[src/rtl/bicubic_pkg.sv]
// Shared widths, tap-select type and state encodings for the tap collector.
package bicubic_pkg;

    localparam int unsigned SAMPLE_W = 15;
    localparam int unsigned TAP_N    = 4;

    typedef logic [1:0]          tap_sel_t;
    typedef logic [SAMPLE_W-1:0] sample_t;

    typedef enum logic {
        StFill,
        StFull
    } state_e;

    typedef enum logic [1:0] {
        OpNone,
        OpWrite,
        OpShift,
        OpClear
    } bank_op_e;

    localparam tap_sel_t LAST_SLOT = 2'd3;

endpackage

[src/rtl/tap_shift4.sv]
// 4x15-bit collect bank: slot write, shift-in at slot 3, or clear.
// taps_next exposes the post-update contents so a group can be loaded in the same cycle.
module tap_shift4
    import bicubic_pkg::*;
(
    input  logic                    clk,
    input  logic                    rst,
    input  bank_op_e                op,
    input  tap_sel_t                sel,
    input  sample_t                 din,
    output sample_t [TAP_N-1:0]     taps,
    output sample_t [TAP_N-1:0]     taps_next
);

    sample_t [TAP_N-1:0] taps_q;

    always_comb begin
        taps_next = taps_q;
        unique case (op)
            OpWrite: taps_next[sel] = din;
            OpShift: begin
                for (int i = 0; i < TAP_N - 1; i++) begin
                    taps_next[i] = taps_q[i+1];
                end
                taps_next[TAP_N-1] = din;
            end
            OpClear: taps_next = '0;
            default: ;
        endcase
    end

    always_ff @(posedge clk) begin
        if (rst) begin
            taps_q <= '0;
        end else begin
            taps_q <= taps_next;
        end
    end

    assign taps = taps_q;

endmodule

[src/rtl/tap_collector.sv]
// Collects 15-bit samples into 4-tap groups with a valid/ready output handshake.
// Define TAP_COLLECTOR_OVERLAP_EN for a stride-1 sliding window instead of disjoint groups.
module tap_collector
    import bicubic_pkg::*;
(
    input  logic                clk,
    input  logic                rst,
    input  logic                flush,
    input  logic [SAMPLE_W-1:0] in,
    input  logic                in_valid,
    output logic                in_ready,
    output logic [1:0]          mux_sel,
    output logic [SAMPLE_W-1:0] out_0,
    output logic [SAMPLE_W-1:0] out_1,
    output logic [SAMPLE_W-1:0] out_2,
    output logic [SAMPLE_W-1:0] out_3,
    output logic                out_valid,
    input  logic                out_ready
);

    state_e              state_q, state_d;
    tap_sel_t            sel_q, sel_d;
    sample_t [TAP_N-1:0] group_q;
    sample_t [TAP_N-1:0] bank_taps, bank_next;
    bank_op_e            bank_op;
    logic                accept, complete;

`ifdef TAP_COLLECTOR_OVERLAP_EN
    logic primed_q, primed_d;
`endif

    // Only a group-completing sample can stall; depends on registered state and out_ready only.
    assign in_ready = !((sel_q == LAST_SLOT) && (state_q == StFull) && !out_ready);
    assign accept   = in_valid && in_ready && !flush;
    assign complete = accept && (sel_q == LAST_SLOT);

    always_comb begin
        bank_op  = OpNone;
        sel_d    = sel_q;
        state_d  = state_q;
`ifdef TAP_COLLECTOR_OVERLAP_EN
        primed_d = primed_q;
`endif
        if (flush) begin
            bank_op  = OpClear;
            sel_d    = '0;
`ifdef TAP_COLLECTOR_OVERLAP_EN
            primed_d = 1'b0;
`endif
        end else if (accept) begin
`ifdef TAP_COLLECTOR_OVERLAP_EN
            bank_op = primed_q ? OpShift : OpWrite;
            sel_d   = (sel_q == LAST_SLOT) ? LAST_SLOT : tap_sel_t'(sel_q + 2'd1);
            if (complete) begin
                primed_d = 1'b1;
            end
`else
            bank_op = OpWrite;
            sel_d   = tap_sel_t'(sel_q + 2'd1);
`endif
        end

        if (complete) begin
            state_d = StFull;
        end else if ((state_q == StFull) && out_ready) begin
            state_d = StFill;
        end
    end

    always_ff @(posedge clk) begin
        if (rst) begin
            state_q  <= StFill;
            sel_q    <= '0;
            group_q  <= '0;
`ifdef TAP_COLLECTOR_OVERLAP_EN
            primed_q <= 1'b0;
`endif
        end else begin
            state_q  <= state_d;
            sel_q    <= sel_d;
`ifdef TAP_COLLECTOR_OVERLAP_EN
            primed_q <= primed_d;
`endif
            if (complete) begin
                group_q <= bank_next;
            end
        end
    end

    tap_shift4 u_bank (
        .clk       (clk),
        .rst       (rst),
        .op        (bank_op),
        .sel       (sel_q),
        .din       (in),
        .taps      (bank_taps),
        .taps_next (bank_next)
    );

    // The bank's current contents are only observed through taps_next.
    logic unused_taps;
    assign unused_taps = ^bank_taps;

    assign mux_sel   = sel_q;
    assign out_valid = (state_q == StFull);
    assign out_0     = group_q[0];
    assign out_1     = group_q[1];
    assign out_2     = group_q[2];
    assign out_3     = group_q[3];

endmodule

[config.mk]
export PLATFORM = sky130hd
export DESIGN_NAME = tap_collector
export DESIGN_NICKNAME = d
export VERILOG_FILES = /design/src/rtl/bicubic_pkg.sv /design/src/rtl/tap_shift4.sv /design/src/rtl/tap_collector.sv
export SDC_FILE = /design/constraint.sdc
export NUM_CORES = 1
export LEC_CHECK = 0
export ABC_AREA = 1
export CAP_MARGIN = 20
export CORE_UTILIZATION = 55
export CTS_CLUSTER_DIAMETER = 150
export DETAILED_ROUTE_END_ITERATION = 7
export GPL_TIMING_DRIVEN = 1
export PLACE_DENSITY_LB_ADDON = 0.2
export SLEW_MARGIN = 5
export SYNTH_ARGS = -nofsm -noshare
export SYNTH_HDL_FRONTEND = slang
export SYNTH_SLANG_ARGS = --single-unit
[constraint.sdc]
create_clock -name clk -period 1.6 [get_ports clk]
set_input_delay 0.32 -clock clk [delete_from_list [all_inputs] [get_ports clk]]
set_output_delay 0.32 -clock clk [all_outputs]
set_load 0.05 [all_outputs]
; ---- After elaboration in Yosys (flattened, before gate mapping)
; Cells that the tools add are included.
[word_totals]
reg_bits = 123
latch_bits = 0
ram_bits = 0
rom_bits = 0
in_bits = 20
output_inout_bits = 64
memories = 0
[classes]
add_sub_neg = 1
mul = 0
div_mod_pow = 0
magnitude_cmp = 2
eq_ne = 4
n_shift = 0
muxes = 8
bitwise_logic = 0
n_reduce_logical = 12
[op_table]
columns = cell, count
row1 = 60-bit one-hot mux with 3 select lines, 1
row2 = 60-bit bitwise mux, 1
row3 = 15-bit demux with 2-bit select, 1
row4 = 15-bit two-way mux, 1
row5 = 1-bit logical AND, 7
row6 = "2-bit == test, second input constant", 3
row7 = 1-bit zero test, 3
row8 = "2-bit by 3-bit less-than comparator with 1-bit output, second input constant", 1
row9 = 1-bit two-way mux, 3
row10 = "2-bit by 1-bit adder with 2-bit output, second input constant", 1
row11 = "2-bit by 1-bit == test with 1-bit output, second input constant", 1
row12 = "2-bit by 1-bit greater-or-equal comparator with 1-bit output, second input constant", 1
row13 = 2-bit two-way mux, 1
row14 = 2-bit nonzero test, 1
row15 = 2-bit OR reduction, 1

; ---- Logic depth before layout (Yosys ltp)
[depth]
word_depth = 10
depth_mapped = 11
mapped_depth_nobuf = 9

; ---- Cells and area by module
; Synthesis repeated with hierarchy kept, for this count alone.
[hier_totals]
hier_cells = 1014
hier_area_um2 = 6172.2
[modules_own_cells]
columns = module, instances, cells_per_inst, area_each_um2, seq_area_each_um2
row1 = tap_shift4, 1, 612, 3569.7, 1201.2
row2 = tap_collector, 1, 402, 2602.5, 1261.2

; ---- Least setup slack after synthesis
; OpenSTA, ideal clock, no wires.
[synth_path]
path_kind = register to register
startpoint = reg sel_q[0] (netlist: mux_sel[0])
endpoint = reg group_q (netlist bit out_2[1])
setup_time_ns = 0.056
arrival_ns = 1.842
t_required_ns = 1.544
path_slack_ns = -0.298
stages_incl_launch_ff = 12
cell_sequence = dfxtp_1 > inv_1 > ha_1 > clkbuf_2 > inv_1 > buf_2 > nand2_1 > nand2_1 > nand4_1 > nand3_1 > nand2_1 > inv_1
[synth_between]
elab_chain_cells = 10
elab_cells_between_ends = 19
classes_between = 2 x order compare / 4 x eq/ne / 6 x mux / 7 x reduce/logical
[synth_rtl]
columns = element, line
row1 = from (decl), tap_collector.sv:22  ; tap_sel_t sel_q, sel_d;
row2 = from (signal assigned), tap_collector.sv:80  ; sel_q <= sel_d;
row3 = 2-bit == test, "tap_collector.sv:33, tap_collector.sv:35"
row4 = 1-bit logical AND (2 in a row), tap_collector.sv:33  ; assign in_ready = !((sel_q == LAST_SLOT) && (state_q == StFull) && !out_ready);
row5 = 1-bit zero test, tap_collector.sv:33
row6 = 1-bit logical AND (2 in a row), tap_collector.sv:34  ; assign accept = in_valid && in_ready && !flush;
row7 = 1-bit two-way mux, tap_collector.sv:50  ; end else if (accept) begin
row8 = 2-bit two-way mux, tap_collector.sv:44  ; if (flush) begin
row9 = 2-bit == test / 2-bit by 1-bit == test with 1-bit output (equally long branches), tap_shift4.sv:19  ; unique case (op)
row10 = 60-bit one-hot mux with 3 select lines, tap_shift4.sv:19
row11 = to (signal assigned), tap_collector.sv:85  ; group_q <= bank_next;
row12 = to (decl), tap_collector.sv:23  ; sample_t [TAP_N-1:0] group_q;
; Parallel ways exist; a longest one is shown, timed or not.
; A chain may end at the register's enable or synchronous reset.

; ---- Worst setup path after layout
[layout_path]
startpoint = reg sel_q[0] (netlist: mux_sel[0])
endpoint = out in_ready
[layout_between]
elab_chain_cells = 4
[layout_rtl]
columns = element, line
row1 = 2-bit == test, tap_collector.sv:33
row2 = 1-bit logical AND (2 in a row), tap_collector.sv:33
row3 = 1-bit zero test, tap_collector.sv:33
row4 = to (decl), tap_collector.sv:11  ; output logic in_ready,
; Every way passes these cells.

==> impl_metrics.yaml <==
yosys:
  synth_seq_cells: 123
  syn-num-nets: 901
  yosys_warnings: 0
  synth_area_um2: 5950
  syn_avg_cell_area_um2: 6.79
  postSynthCellCount: 877
  yosysSeqAreaShare_pct: 41.4
  synth_cell_type_count: 20
clocking:
  clkTransAtPathRegs_ns: 0.06
  cts_root_buffer: "clkbuf_8"
  holdBufCountCts: 0
  cts-buffers-inserted: 17
  clock-sinks: 123
  tritoncts: "built"
  clockBufferDepth: 2
  htreeDepth: 4
  clock_latency_ns: 0.52
power:
  finalPower_uw: 7570
  p_leak_uw: 0.00345
  peakVddDrop_v: 0.000695
  power.density_nw_per_um2: 990
grt:
  grt_max_degree: 55
  antenna_found_initial: 0
  grt_pass1_wl_mm: 27.8
  gr-total-overflow: 0
  grt_usage_pct: 31.1
  first_global_vias: 5913
finish:
  antennaDiodeCount: 0
  drive_gt1_share_pct: 16.5
  nets: 980
  syn_to_final_growth_pct: 28.5
floorplan:
  core_area_um2: 10400
  die-area_um2: 11200
  ioPinCount: 84
  rows: 37
  dieHeight_um: 106
  die_x_um: 106
  start_util_pct: 57.1
timing:
  hold_viol: 0
  slew_viol_final: 0
  fin_worst_skew_ns: 0.00617
  fin_crit_ns: 1.62
  finalSetupViolCount: 1
  layout_setup_ws_ns: -0.0182
  min_period_over_period_pct: 101
  rsz0062_at_grt: "yes"
  relSlewSlack_pct: 73.6
  tightest_slew_ns: 0.395
  fmax_mhz: 618
route:
  drc: 0
  wl_per_cell_um: 15.2
  firstDrtPassIters: 5
  vias: 6188
  wl_met2_mm: 7.97
  top_layer: "met4"
  first_iter_violations: 488
  antenna_left: 0
  vias_per_cell: 5.60
  wl_mm: 16.8
  met1_length_mm: 6.88
  wl_met3_mm: 1.35
place:
  dp_hpwl_mm: 10.6
  place_congestion: 0.823
  post-place-ws_ns: -0.187
  port_buffers: 83
run_status:
  status: "complete, but fails checks"
  violations: "negative setup slack"
critical_path:
  critical_path_arrival_ns: 1.30
  cp_data_required_time_ns: 1.28
  worst-path-max-fanout: 4
  end_kind: "output port"
  crit_type: "flop to output port"
  startpoint_type: "flop"
flow_run:
  drv_cap: 0
hold_path:
  hold_path.class: "input port to flop"
==> cells in the final DEF, fill, tap and decap left out, types with 8 or more instances in the layout <==
master,instances
nand2_1,241
inv_1,124
a21oi_1,123
dfxtp_1,121
nand3_1,113
buf_4,92
nand4_1,60
clkdlybuf4s50_1,17
clkbuf_16,16
buf_12,16
nand3_2,8
==> critical path: stages, from the launching register on <==
cell and delay [ns]:
dfxtp_4 0.38, ha_4 0.16, nand3_4 0.07, buf_8 0.16
==> report_power, final <==
group          switching, uW  internal, uW
logic                    335           187
registers               13.8          3090
clock network           1350          2600
total                   1700          5880
==> state kept, by name, indices dropped and copies added, names as in the netlist <==
| register | flops |
|---|---|
| out_1 | 15 |
| out_0 | 15 |
| u_bank.taps | 60 |
| out_valid | 1 |
| out_2 | 15 |
| out_3 | 15 |
| mux_sel | 2 |
==> layout make-up <==
cell class,instances,area [um^2]
multi-input combinational,555,2680
clock inverter,8,140
clock buffer,24,460
inverter,129,497
fill,791,2770
timing repair buffer,130,1230
tap,136,170
sequential,123,2470
==> through the flow <==
step | setup TNS [ns] | util (%) | instance area [um^2] | hold WS, ns | std cells
5_1_grt | -0.0772 | 73.5 | 7650 | 0.0853 | 1105
4_1_cts | -0.0331 | 72.8 | 7580 | 0.0654 | 1103
3_3_place_gp | -6.84 | 66.5 | 6920 | 0.475 | 1067
2_1_floorplan | 0 | - | 5960 | 0.470 | 877
6_report | -0.0182 | 73.5 | 7650 | 0.0814 | 1105
3_5_place_dp | -9.88 | 66.5 | 6920 | 0.489 | 1067
==> routing by layer <==
| layer | vias to the layer above | GRT usage [%] |
|---|---|---|
| met5 | - | 0 |
| met4 | 0 | 15.9 |
| met3 | 52 | 6.44 |
| met2 | 320 | 50.5 |
| met1 | 2813 | 39.2 |
| li1 | 3003 | - |
==> timing repair <==
item,CTS,global route
resized for setup,6,7
setup endpoints to repair,50,55
pin swaps,2,1
buffers inserted,5,2
==> synth_stat cells (all sizes together) <==
cell | n | area (um^2)
a21oi | 123 | 616
nor2 | 1 | 3.75
buf | 47 | 265
nand2 | 242 | 916
nand4 | 61 | 397
ha | 4 | 50.1
dfxtp | 123 | 2460
inv | 129 | 484
clkbuf | 23 | 90.1
nand3 | 122 | 658
o21ai | 2 | 10.0
==> path summary, 6_finish.rpt <==
kind | from | to | slack [ns] | cells after the start
worst max-delay path | mux_sel[0] | in_ready | -0.02 | 3
worst min register to register | u_bank.taps[56] | u_bank.taps[56] | 0.50 | 2
worst min-delay path | rst | u_bank.taps[40] | 0.08 | 2
worst max register to register | mux_sel[1] | out_2[2] | 0.05 | 9
==> kinds of logic (layout without fill, tap and decap cells) <==
kind of cell,Yosys count,after routing,synth area share [%]
AO/OA/AOI/OAI,125,125,10.5
buffers and inverters,199,291,14.1
AND/OR/NAND/NOR,426,426,33.2
flip-flops,123,123,41.4
adder cells (fa/ha/maj),4,4,0.841
Note: power is estimated with default switching activity, not from simulation.
